## src/rtl/riscv_dm_pkg.sv

```systemverilog
// Shared RISC-V debug transport constants and the dtmcs register layout.
// No logic; types and constants only.
// Imported by the DTM data-register controller and its helpers.
package riscv_dm_pkg;

  // DMI request opcodes as shifted into the dmi register
  localparam logic [1:0] DMI_OP_NOP   = 2'd0;
  localparam logic [1:0] DMI_OP_READ  = 2'd1;
  localparam logic [1:0] DMI_OP_WRITE = 2'd2;

  // DMI response / sticky status codes
  localparam logic [1:0] RD_OP_SUCCESS = 2'd0;
  localparam logic [1:0] RD_OP_FAILED  = 2'd2;
  localparam logic [1:0] RD_OP_BUSY    = 2'd3;

  // Debug spec 0.13 transport
  localparam logic [3:0] DTM_VERSION = 4'd1;

  typedef struct packed {
    logic [13:0] rsvd_hi;       // [31:18]
    logic        dtmhardreset;  // [17]
    logic        dmireset;      // [16]
    logic        rsvd_lo;       // [15]
    logic [2:0]  idle;          // [14:12]
    logic [1:0]  dmistat;       // [11:10]
    logic [5:0]  abits;         // [9:4]
    logic [3:0]  version;       // [3:0]
  } dtmcs_t;

endpackage

```

## src/rtl/riscv_dtm_shift_reg.sv

```systemverilog
// JTAG data-register shifter: parallel capture, LSB-first serial shift.
// Capture and shift take effect at the edge where their strobe is sampled.
// Capture has priority over shift; tdo is always the current LSB.
module riscv_dtm_shift_reg #(
  parameter int unsigned WIDTH = 32
) (
  input  logic             clk,
  input  logic             rst,
  input  logic             capture_en,
  input  logic             shift_en,
  input  logic             tdi,
  input  logic [WIDTH-1:0] cap_data,
  output logic [WIDTH-1:0] q,
  output logic             tdo
);

  // Load the parallel value on capture, otherwise shift toward the LSB
  always_ff @(posedge clk) begin
    if (rst) begin
      q <= '0;
    end else if (capture_en) begin
      q <= cap_data;
    end else if (shift_en) begin
      q <= {tdi, q[WIDTH-1:1]};
    end
  end

  assign tdo = q[0];

endmodule

```

## src/rtl/riscv_dtm_dmi_ctrl.sv

```systemverilog
// DTM dtmcs/dmi data registers plus the DMI request/response handshake.
// Update to req_valid: 1 cycle; update to IDLE: 3 cycles minimum.
// Holds the request until req_ready; aborts a WAIT after TIMEOUT_CYCLES.
module riscv_dtm_dmi_ctrl #(
  parameter int unsigned ADDR_WIDTH     = 7,
  parameter int unsigned DATA_WIDTH     = 32,
  parameter int unsigned IDLE_CYCLES    = 1,
  parameter int unsigned TIMEOUT_CYCLES = 1023
) (
  input  logic                  tck_i,
  input  logic                  trst_i,
  input  logic                  dtmcs_select_i,
  input  logic                  dmi_select_i,
  input  logic                  capture_dr_i,
  input  logic                  shift_dr_i,
  input  logic                  update_dr_i,
  input  logic                  tdi_i,
  output logic                  dtmcs_tdo_o,
  output logic                  dmi_tdo_o,
  output logic                  req_valid_o,
  input  logic                  req_ready_i,
  output logic [ADDR_WIDTH-1:0] req_addr_o,
  output logic [DATA_WIDTH-1:0] req_data_o,
  output logic [1:0]            req_op_o,
  input  logic                  resp_valid_i,
  output logic                  resp_ready_o,
  input  logic [DATA_WIDTH-1:0] resp_data_i,
  input  logic [1:0]            resp_op_i,
  output logic                  timeout_o
);
  import riscv_dm_pkg::*;

  localparam int unsigned DMI_W   = ADDR_WIDTH + DATA_WIDTH + 2;
  localparam int unsigned CNT_W   = (TIMEOUT_CYCLES > 0) ? $clog2(TIMEOUT_CYCLES + 1) : 1;
  // Abort on the cycle whose edge would bring the counter to TIMEOUT_CYCLES
  localparam int unsigned TO_LAST = (TIMEOUT_CYCLES > 0) ? TIMEOUT_CYCLES - 1 : 0;

  localparam logic [1:0] ST_IDLE = 2'd0;
  localparam logic [1:0] ST_REQ  = 2'd1;
  localparam logic [1:0] ST_WAIT = 2'd2;

  typedef struct packed {
    logic [ADDR_WIDTH-1:0] addr;
    logic [DATA_WIDTH-1:0] data;
    logic [1:0]            op;
  } dmi_t;

  logic [1:0]            state;
  logic [1:0]            dmistat;
  logic [DATA_WIDTH-1:0] data_out;
  logic [ADDR_WIDTH-1:0] last_addr;
  logic                  drop_pending;
  logic [CNT_W-1:0]      cnt;

  dmi_t   dmi_q;
  dmi_t   dmi_cap;
  dtmcs_t dtmcs_q;
  dtmcs_t dtmcs_cap;

  logic dmi_capture;
  logic dmi_update;
  logic dtmcs_update;
  logic dmi_reset;
  logic hard_reset;
  logic wait_resp;
  logic timeout_hit;
  logic update_ok;
  logic unused_dtmcs;

  assign dmi_capture  = dmi_select_i & capture_dr_i;
  assign dmi_update   = dmi_select_i & update_dr_i;
  assign dtmcs_update = dtmcs_select_i & update_dr_i;
  assign dmi_reset    = dtmcs_update & dtmcs_q.dmireset;
  assign hard_reset   = dtmcs_update & dtmcs_q.dtmhardreset;
  assign wait_resp    = (state == ST_WAIT) & resp_valid_i;
  // A response arriving on the deadline cycle wins over the abort
  assign timeout_hit  = (TIMEOUT_CYCLES != 32'd0) && (state == ST_WAIT) &&
                        !resp_valid_i && (cnt == CNT_W'(TO_LAST));
  assign update_ok    = dmi_update && (state == ST_IDLE) && (dmistat == RD_OP_SUCCESS) &&
                        ((dmi_q.op == DMI_OP_READ) || (dmi_q.op == DMI_OP_WRITE));

  assign req_valid_o  = (state == ST_REQ);
  assign resp_ready_o = (state != ST_REQ);
  assign timeout_o    = timeout_hit & ~hard_reset;

  // Only the reset-request bits of dtmcs are writable
  assign unused_dtmcs = ^{dtmcs_q.rsvd_hi, dtmcs_q.rsvd_lo, dtmcs_q.idle,
                          dtmcs_q.dmistat, dtmcs_q.abits, dtmcs_q.version};

  // dtmcs capture value: static capabilities plus live sticky status
  always_comb begin
    dtmcs_cap         = '0;
    dtmcs_cap.version = DTM_VERSION;
    dtmcs_cap.abits   = 6'(ADDR_WIDTH);
    dtmcs_cap.dmistat = dmistat;
    dtmcs_cap.idle    = 3'(IDLE_CYCLES);
  end

  // dmi capture value: results when idle, otherwise report busy in place
  always_comb begin
    dmi_cap = dmi_q;
    if (state == ST_IDLE) begin
      dmi_cap.addr = last_addr;
      dmi_cap.data = data_out;
      dmi_cap.op   = dmistat;
    end else begin
      dmi_cap.op   = RD_OP_BUSY;
    end
  end

  riscv_dtm_shift_reg #(.WIDTH(32)) u_dtmcs_sr (
    .clk        (tck_i),
    .rst        (trst_i),
    .capture_en (dtmcs_select_i & capture_dr_i),
    .shift_en   (dtmcs_select_i & shift_dr_i),
    .tdi        (tdi_i),
    .cap_data   (dtmcs_cap),
    .q          (dtmcs_q),
    .tdo        (dtmcs_tdo_o)
  );

  riscv_dtm_shift_reg #(.WIDTH(DMI_W)) u_dmi_sr (
    .clk        (tck_i),
    .rst        (trst_i),
    .capture_en (dmi_capture),
    .shift_en   (dmi_select_i & shift_dr_i),
    .tdi        (tdi_i),
    .cap_data   (dmi_cap),
    .q          (dmi_q),
    .tdo        (dmi_tdo_o)
  );

  // Sticky status: busy on collisions, resets override everything
  always_ff @(posedge tck_i) begin
    if (trst_i) begin
      dmistat <= RD_OP_SUCCESS;
    end else if (dmi_reset || hard_reset) begin
      dmistat <= RD_OP_SUCCESS;
    end else if ((dmi_capture || dmi_update) && (state != ST_IDLE)) begin
      dmistat <= RD_OP_BUSY;
    end else if (dmistat == RD_OP_SUCCESS) begin
      if (wait_resp) begin
        dmistat <= (resp_op_i == 2'd1) ? RD_OP_FAILED : resp_op_i;
      end else if (timeout_hit) begin
        dmistat <= RD_OP_FAILED;
      end
    end
  end

  // Handshake FSM, request latches, result data and late-response drain
  always_ff @(posedge tck_i) begin
    if (trst_i) begin
      state        <= ST_IDLE;
      req_addr_o   <= '0;
      req_data_o   <= '0;
      req_op_o     <= DMI_OP_NOP;
      last_addr    <= '0;
      data_out     <= '0;
      drop_pending <= 1'b0;
      cnt          <= '0;
    end else begin
      case (state)
        ST_IDLE: begin
          if (update_ok) begin
            state      <= ST_REQ;
            req_addr_o <= dmi_q.addr;
            req_data_o <= dmi_q.data;
            req_op_o   <= dmi_q.op;
            last_addr  <= dmi_q.addr;
          end
          if (drop_pending && resp_valid_i) begin
            drop_pending <= 1'b0;
          end
        end
        ST_REQ: begin
          if (req_ready_i) begin
            state <= ST_WAIT;
            cnt   <= '0;
          end
        end
        ST_WAIT: begin
          if (cnt != CNT_W'(TIMEOUT_CYCLES)) begin
            cnt <= cnt + 1'b1;
          end
          if (resp_valid_i) begin
            state    <= ST_IDLE;
            data_out <= resp_data_i;
          end else if (timeout_hit) begin
            state        <= ST_IDLE;
            drop_pending <= 1'b1;
          end
        end
        default: state <= ST_IDLE;
      endcase

      // A response already in flight (or consumed this cycle) must not leak
      // into the next transaction's result
      if (hard_reset) begin
        state    <= ST_IDLE;
        data_out <= '0;
        if (((state == ST_WAIT) && !resp_valid_i) || ((state == ST_REQ) && req_ready_i)) begin
          drop_pending <= 1'b1;
        end
      end
    end
  end

endmodule

```

## config.mk

```make
export PLATFORM = sky130hd
export DESIGN_NAME = riscv_dtm_dmi_ctrl
export DESIGN_NICKNAME = d
export VERILOG_FILES = /design/src/rtl/riscv_dm_pkg.sv /design/src/rtl/riscv_dtm_shift_reg.sv /design/src/rtl/riscv_dtm_dmi_ctrl.sv
export SDC_FILE = /design/constraint.sdc
export NUM_CORES = 1
export LEC_CHECK = 0
export BUFFER_PORTS_ARGS = -buffer_cell sky130_fd_sc_hd__buf_2
export CAP_MARGIN = 20
export CORE_MARGIN = 5
export CORE_UTILIZATION = 53
export CTS_CLUSTER_SIZE = 40
export DETAILED_ROUTE_END_ITERATION = 6
export GPL_TIMING_DRIVEN = 1
export PLACE_DENSITY = 0.85
export SYNTH_ARGS = -nofsm -noshare
export SYNTH_HDL_FRONTEND = slang
export SYNTH_HIERARCHICAL = 1
export SYNTH_SLANG_ARGS = --single-unit
```

## constraint.sdc

```tcl
create_clock -name tck_i -period 1.8 [get_ports tck_i]
set_input_delay 0.27 -clock tck_i [delete_from_list [all_inputs] [get_ports tck_i]]
set_output_delay 0.27 -clock tck_i [all_outputs]
set_load 0.01 [all_outputs]
```

======== After elaboration in Yosys (flattened, before gate mapping) ========
Index checks and enable logic that the tools add are counted.
cells by class
  $add $sub $neg .......................... 1
  eq/ne operators ......................... 13
  muxes and demuxes ....................... 19
  bitwise logic cells ..................... 11
  reduce and logical (&&, ||, !) cells .... 27
operators with widths
  operator               number
  $mux 41                2
  $mux 39                1
  $mux 13                2
  $mux 10                2
  $mux 2                 10
  $pmux 10 s2            1
  $add 10x1->10 const B  1
  $and 1x1->1            10
  $eq 10x10->1 const B   1
  $ne 10x10->1 const B   1
  $reduce_bool 2->1      5
  $ne 2x1->1 const B     4
  $reduce_and 2->1       4
  $eq 2x1->1 const B     3
  $logic_and 1x1->1      6
  $pmux 2 s3             1
  $reduce_and 3->1       2
  $reduce_or 2->1        3
  $eq 2x2->1 const B     2
  $logic_not 2->1        2
  $logic_or 1x1->1       3
  $ne 3x3->1 const B     1
  $reduce_bool 3->1      1
  $ne 2x2->1 const B     1
  other kinds (2)        2
word-level totals
  bits in registers ....................... 160
  input bits .............................. 44
  output and inout bits ................... 46

======== Logic depth before layout (Yosys ltp) ========
Gate-level depths: netlist (run 1).
  depth in word-level cells ............... 7
  depth in mapped cells ................... 7

======== Hierarchy ========
The synthesis (run 1) kept the hierarchy.
modules (own cells, without submodules)
  module                            instances  cells each  area an instance (µm²)
  riscv_dtm_dmi_ctrl                1          466         3913.8
  riscv_dtm_shift_reg (u_dmi_sr)    1          184         1963.1
  riscv_dtm_shift_reg (u_dtmcs_sr)  1          143         1517.7

======== Least setup slack after synthesis (run 1) ========
No wires, ideal clock.
  path type ............................... register to register
  start ................................... reg state[1]
  end ..................................... reg last_addr[0]
  setup time .............................. 132 ps
  data arrival time ....................... 1629 ps
  slack ................................... 38 ps
  stages on the path, launching flop included .. 7
  path buffers ............................ 2
  clock period less this slack ............ 1762 ps
  cells stage by stage .................... dfxtp_1 -> or3_4 -> or4_4 -> buf_6 -> buf_6 -> nand2_2 -> a21oi_1
between the ends
  cells in the longest elaborated chain, start to end .. 5
ends and longest elaborated chain
  what                            RTL line                                             text
  start: declaration              riscv_dtm_dmi_ctrl.sv:48                             logic [1:0] state;
  start signal: assignment        riscv_dtm_dmi_ctrl.sv:153                            state <= ST_IDLE;
  start signal: assignment        riscv_dtm_dmi_ctrl.sv:165                            state <= ST_REQ;
  start signal: assignment        riscv_dtm_dmi_ctrl.sv:177                            state <= ST_WAIT;
  $logic_not 2->1 (*)             riscv_dtm_dmi_ctrl.sv:79, riscv_dtm_dmi_ctrl.sv:162
  $logic_and 1x1->1 (3 in a row)  riscv_dtm_dmi_ctrl.sv:79                             assign update_ok = dmi_update && (state == ST_IDLE) && (dmistat == RD_OP_SUCCESS) &&
  $reduce_and 2->1 (no line) (*)  --
  end signal: assignment          riscv_dtm_dmi_ctrl.sv:169                            last_addr <= dmi_q.addr;
  end: declaration                riscv_dtm_dmi_ctrl.sv:51                             logic [ADDR_WIDTH-1:0] last_addr;
Mark *: on every way between the ends. The rest lies on a longest branch, timed or not.
A chain may end at the register's enable or synchronous reset.

======== Final worst setup path (run 1) ========
  start ................................... reg cnt[0]
  end ..................................... out timeout_o
between the ends
  cells in the longest elaborated chain, start to end .. 3
ends and longest elaborated chain
  what                      RTL line                   text
  start: declaration        riscv_dtm_dmi_ctrl.sv:53   logic [CNT_W-1:0] cnt;
  start signal: assignment  riscv_dtm_dmi_ctrl.sv:183  cnt <= cnt + 1'b1;
  $eq 10x10->1              riscv_dtm_dmi_ctrl.sv:78   !resp_valid_i && (cnt == CNT_W'(TO_LAST));
  $logic_and 1x1->1         riscv_dtm_dmi_ctrl.sv:78
  $and 1x1->1               riscv_dtm_dmi_ctrl.sv:84   assign timeout_o = timeout_hit & ~hard_reset;
  end: declaration          riscv_dtm_dmi_ctrl.sv:29   output logic timeout_o
No other way between the ends.

==> summary.md, run 1 <==
| Metric | Value |
|---|---|
| Slew @ Worst Pin | `548 ps` |
| First-pass GRT wire length | `29200 um` |
| Final hold violations | `0` |
| Routed via count | `6106` |
| WS Path Type | `flop to primary output` |
| Peak Freq | `0.487 GHz` |
| Antenna viol nets, final | `0` |
| Worst vdd ir | `0.000628 V` |
| Synth warn | `6` |
| Minimum clock period after layout | `2050 ps` |
| Hold_ws | `85.1 ps` |
| Layout cell share with drive strength beyond 1 | `0.259` |
| CP endpoint kind | `primary output` |
| Number of global-route vias before repair | `5886` |
| WP data required | `1530 ps` |
| RSZ-0062 raised after global routing | `yes` |
| FP Rows | `43` |
| Cells after Synth | `792` |
| Critical-path cell list | `inv_2, ha_4, nor4bb_4, nand4_1, a31oi_1, buf_2` |
| Initial Utilization | `0.536` |
| Hold_buf cts | `0` |
| Die Height | `128 um` |
| CP max stage delay | `330 ps` |
| I/O pin count | `90` |
| Total CTS buffers | `17` |
| GPL Wtd Cong | `0.860` |
| Total Power | `8.22 mW` |
| Core area | `13800 um^2` |
| Fin. max-slew vios | `0` |
| Fin cells | `1086` |
| CTS tree | `built` |
| Vias per cell | `5.62` |
| Leakage power | `3.43 nW` |
| Reg clk slew, reported paths | `60 ps` |
| Critical Path Fanout Max | `2` |
| Worst slack, placed | `60.4 ps` |
| Worst min-delay path category | `input port to flop` |
| Die X | `128 um` |
| CTS Buffer Depth | `2` |
| Clock skew | `8.00 ps` |
| Min setup slack post-route | `-252 ps` |
| Clock latency on the worst-skew pair | `420 ps` |
| Gr usage total | `0.220` |
| Status | `complete, but fails checks` |
| CP delay by family, top | `simple AND/OR/NAND/NOR gates` |
| Num Clock Sinks | `160` |
| Routed WL | `18000 um` |
| Violations in the final reports | `negative setup slack` |
| 1st-pass router iterations | `5` |
| Die area | `16400 um^2` |
| Placed Cells | `1049` |
| Netlist Area Pre-Place | `7390 um^2` |
| Area growth from synthesis to layout | `18.8%` |
| H-tree depth | `4` |
| Setup-failing EPs final | `1` |
| PD cells | `937 nW/um^2` |
| DRC viols | `0` |
| Initial antenna violation count | `0` |
| HPWL Detailed | `10900 um` |
| Largest net degree at the start of global routing | `100` |
| IO Port Bufs | `89` |
| Grt ovf | `0` |
| Tcrit/Tclk final | `1.14` |
| Max-cap check violation count | `0` |
| Diodes inserted | `0` |
| Critical Path AT | `1780 ps` |
| Critical path's slowest cell | `dfxtp_2` |
| 1st-iter DRT viols | `504` |
| WL/cell | `16.6 um` |
| Worst setup SP type | `flop` |
| Nets | `939` |
| Final core utilization | `0.637` |
| Clock Tree Root | `clkbuf_16` |
| Relative slew slack | `0.634` |
| Syn avg cell area | `9.33 um^2` |
| CP Buf/Inv Count | `2` |
## state kept, by name (all words and copies together), names as in the netlist
| signal | count |
|---|---|
| req_op_o | 2 |
| data_out | 32 |
| cnt | 10 |
| req_data_o | 32 |
| dmistat | 2 |
| last_addr | 7 |
| state | 2 |
| u_dtmcs_sr/q | 32 |
| u_dmi_sr/q | 41 |
## routing by layer
layer / vias up / part of all wire / global-route usage / wire length [um]
met5: - / 0 / 0 / 0
met4: 0 / 0.015 / 0.0680 / 271
met3: 31 / 0.073 / 0.0617 / 1320
met2: 245 / 0.48 / 0.362 / 8680
met1: 2896 / 0.43 / 0.281 / 7770
li1: 2934 / - / - / -
## power breakdown
part | total [mW] | internal [mW] | switching (mW) | leakage [nW]
clock network | 3.74 | 2.32 | 1.42 | 0.306
registers | 3.77 | 3.67 | 0.102 | 1.30
logic | 0.709 | 0.315 | 0.394 | 1.81
## layout make-up
class                   instances  area [um^2]
flip-flops and latches        160         3210
inverters                       5         18.8
clock inverters                10          131
well taps                     180          225
clock buffers                  22          484
fillers                      1096         5000
multi-input cells             592         3900
repair buffers                117          808
## cells in the final DEF (no fill, tap or decap), types with 5 or more instances in the layout
cell and instances:
clkbuf_16 18, nor2b_1 74, nand2b_1 5, a211oi_1 72, nand2_1 127, mux2_2 39
buf_4 16, mux2i_1 76, nand4_1 6, buf_2 88, conb_1 30, dfxtp_1 156
nand2_2 29, a21oi_1 78, buf_12 10, nor2_1 10, clkinv_2 5
## what timing repair did
| action | in CTS | in global routing |
|---|---|---|
| buffers inserted | 4 | 0 |
| setup endpoints to repair | 1 | 26 |
| cloned | 0 | 1 |
| pin swaps | 3 | 2 |
| resized for setup | 11 | 4 |
## worst register-to-register path, cell delays in order (launching register included)
cell      delay [ps]
dfxtp_2          320
buf_6            120
buf_4            160
nor2_4           130
buf_12           250
mux2_2           390
nor2b_1          150
a211oi_1          70
## stage by stage
step	setup TNS [ps]	area, um^2
finish	-252	8780
global route	-341	8780
CTS	-158	8730
detailed placement	0	8060
global placement	0	8060
floorplan	0	7490
## final timing paths
kind,from,end,slack [ps],cells after the start
hold / removal,resp_data_i[27],data_out[27],90,3
hold reg to reg,req_data_o[14],req_data_o[14],450,2
setup / recovery,cnt[0],timeout_o,-250,6
setup reg to reg,state[1],u_dmi_sr/q[9],70,7
No activity file was read; power rests on OpenSTA's default activity.
==> inputs of run 2 (changes only) <==
--- a/config.mk
+++ b/config.mk
@@ -13,6 +13,7 @@
 export DETAILED_ROUTE_END_ITERATION = 6
 export GPL_TIMING_DRIVEN = 1
 export PLACE_DENSITY = 0.85
+export SETUP_SLACK_MARGIN = 0.15
 export SYNTH_ARGS = -nofsm -noshare
 export SYNTH_HDL_FRONTEND = slang
 export SYNTH_HIERARCHICAL = 1
==> run 2 against run 1 <==
Effect of this change: the flow still finishes with violations (negative setup slack); die area did not move; clock skew rose by 5.6 ps; first-iteration DRC count rose by 45%; critical endpoint unchanged; non-clock buffer count rose by 24; sequential share of layout area fell by 3.5 points; maximum frequency rose by 7.7%; largest power group is now clock; global-route usage rose by 0.42 points; register-to-register slack got worse by 150 ps; hold slack got worse by 7.9 ps; clock-buffer cell count fell by 3; via count rose by 6.6%.
==> summary.md, run 2 (same netlist as run 1, synthesis figures left out) <==
| Metric | Value |
|---|---|
| Share of total power in combinational logic | `0.104 (+0.018)` |
| P_sw | `2.12 mW (+10%)` |
| Critical Path AT | `1640 ps (-140 ps)` |
| Final hold violations | `0 (unchanged)` |
| Layout cell share with drive strength beyond 1 | `0.355 (+0.0955)` |
| Internal power | `6.48 mW (+2.7%)` |
| Hold Path Depth | `3 (unchanged)` |
| Clock latency on the worst-skew pair | `430 ps (about the same)` |
| Num Clock Sinks | `160 (unchanged)` |
| Initial Utilization | `0.536 (unchanged)` |
| Register-to-Register Path Depth | `9 (+2)` |
| Switching part of the total | `0.247 (+0.0133)` |
| DRC viols | `0 (unchanged)` |
| Area growth from synthesis to layout | `31.3%` |
| Max reg flops | `41 (unchanged)` |
| Critical Path Fanout Max | `2 (unchanged)` |
| WP data required | `1530 ps (about the same)` |
| Clock Tree Root | `clkbuf_16` |
| WL/cell | `20.2 um (+22%)` |
| I/O pin count | `90 (unchanged)` |
| RR Startpoint | `state[1]` |
| Routed via count | `6508 (+6.6%)` |
| Routed WL | `22500 um (+25%)` |
| Min setup slack post-route | `-105 ps (+147 ps)` |
| Tcrit/Tclk final | `1.06 (-0.0816)` |
| Hold_buf cts | `0 (unchanged)` |
| Flop pwr share | `0.440 (-0.018)` |
| Leakage power | `3.81 nW (+11%)` |
| Critical-path cell list | `buf_6, nor4bb_4, nand4_1, a31oi_1, buf_2` |
| Critical path's slowest cell | `dfxtp_2` |
| Die area | `16400 um^2 (unchanged)` |
| IO Port Bufs | `89 (unchanged)` |
| Hold_ws | `77.2 ps (-7.86 ps)` |
| Nets | `963 (+2.6%)` |
| Number of global-route vias before repair | `6074 (+3.2%)` |
| Clock skew | `13.6 ps (+5.63 ps)` |
| CTS tree | `built` |
| Highest-count cells in the layout ignoring fill and taps | `155 x dfxtp_1, 116 x nand2_1, 87 x buf_2` |
| PD cells | `886 nW/um^2 (-5.4%)` |
| Violations in the final reports | `negative setup slack` |
| Worst setup SP type | `flop` |
| # fillers | `917 (-16%)` |
| WS Path Type | `flop to primary output` |
| Flop2flop setup slack | `-80 ps (-150 ps)` |
| Core area | `13800 um^2 (unchanged)` |
| Vias per cell | `5.86 (+4.3%)` |
| H-tree depth | `4 (unchanged)` |
| Die X | `128 um (unchanged)` |
| Reg clk slew, reported paths | `70 ps (about the same)` |
| GPL Wtd Cong | `0.829 (-3.6%)` |
| Final setup TNS | `-646 ps (-394 ps)` |
| CP max stage delay | `350 ps (+20 ps)` |
| CTS Buffer Depth | `2 (unchanged)` |
| CP endpoint kind | `primary output` |
| 1st-iter DRT viols | `732 (+45%)` |
| Biggest register | `u_dmi_sr/q` |
| HPWL Detailed | `10900 um (about the same)` |
| Hold Crit Start | `resp_data_i[28]` |
| Min-Delay Endpoint | `data_out[28]` |
| Grt ovf | `0 (unchanged)` |
| RR Endpoint | `u_dmi_sr/q[37]` |
| Die Height | `128 um (unchanged)` |
| Peak Freq | `0.525 GHz (+7.7%)` |
| Clock power frac | `0.456 (about the same)` |
| Initial antenna violation count | `0 (unchanged)` |
| FP Rows | `43 (unchanged)` |
| Status | `complete, but fails checks` |
| Max-cap check violation count | `0 (unchanged)` |
| Worst min-delay path category | `input port to flop` |
| RSZ-0062 raised after global routing | `yes` |
| Total CTS buffers | `17 (unchanged)` |
| Diodes inserted | `0 (unchanged)` |
| 1st-pass router iterations | `5 (unchanged)` |
| Antenna viol nets, final | `0 (unchanged)` |
| Worst vdd ir | `0.000668 V (+6.2%)` |
| Setup-failing EPs final | `24 (+23)` |
| Gr usage total | `0.224 (+0.00416)` |
| Fin. max-slew vios | `0 (unchanged)` |
| Commonest non-fill, non-tap cell in the layout | `dfxtp_1` |
| Minimum clock period after layout | `1910 ps (-147 ps)` |
| First-pass GRT wire length | `29800 um (+2.0%)` |
| Largest net degree at the start of global routing | `76 (-24%)` |
## run 2: power groups by stage
stage	Clock (mW)	Sequential, mW	Combinational (mW)
after floorplan	0	3.82	0.514
after global placement	0	3.84	0.660
after detailed placement	0	3.84	0.676
after CTS	3.88	3.77	0.732
after global routing	4.12	3.80	0.945
final	3.92	3.78	0.898
## run 2: layout make-up
cell class              instances  area [um^2]  share of cell area
clock inverters                13          185              0.0191
well taps                     180          225              0.0232
repair buffers                141         1170               0.121
flip-flops and latches        160         3210               0.331
inverters                       5         18.8             0.00194
clock buffers                  19          453              0.0467
multi-input cells             592         4430               0.457
## run 2: worst max path at each step
stage / startpoint / slack (ps) / end
2_1_floorplan: dmistat[0] / 150 / last_addr[0]
3_3_place_gp: dmistat[0] / 180 / req_data_o[29]
3_5_place_dp: dmistat[0] / 150 / last_addr[3]
4_1_cts: cnt[0] / -110 / timeout_o
5_1_grt: state[1] / -200 / timeout_o
6_report: state[1] / -110 / timeout_o
## run 2: metrics by stage
step                      power, mW  cell area [um^2]  setup slack [ps]  cells   util
after floorplan                4.34              7500               148    820      -
after global placement         4.50              8050               178   1054  0.584
after detailed placement       4.52              8050               145   1054  0.584
after CTS                      8.38              9000              -105   1092  0.653
after global routing           8.86              9700              -200   1110  0.704
final                          8.60              9700              -105   1110  0.704
## run 2: layer usage
layer | global-route usage | share of wire
met1 | 0.280 | 0.40
met5 | 0 | 0
met2 | 0.371 | 0.48
met3 | 0.0542 | 0.071
met4 | 0.0936 | 0.046
## run 2: critical path, delay by kind of cell (launching register included)
kind                   cells  cell delay [ps]
AO/OA/AOI/OAI              1              210
buffers and inverters      2              270
flip-flops                 1              350
AND/OR/NAND/NOR            2              390
## run 2: repair_timing
| item | 4_1_cts | 5_1_grt |
|---|---|---|
| buffers inserted | 4 | 8 |
| setup endpoints to repair | 9 | 98 |
| gates cloned | 2 | 10 |
| resized for setup | 64 | 108 |
| pin swaps | 54 | 36 |
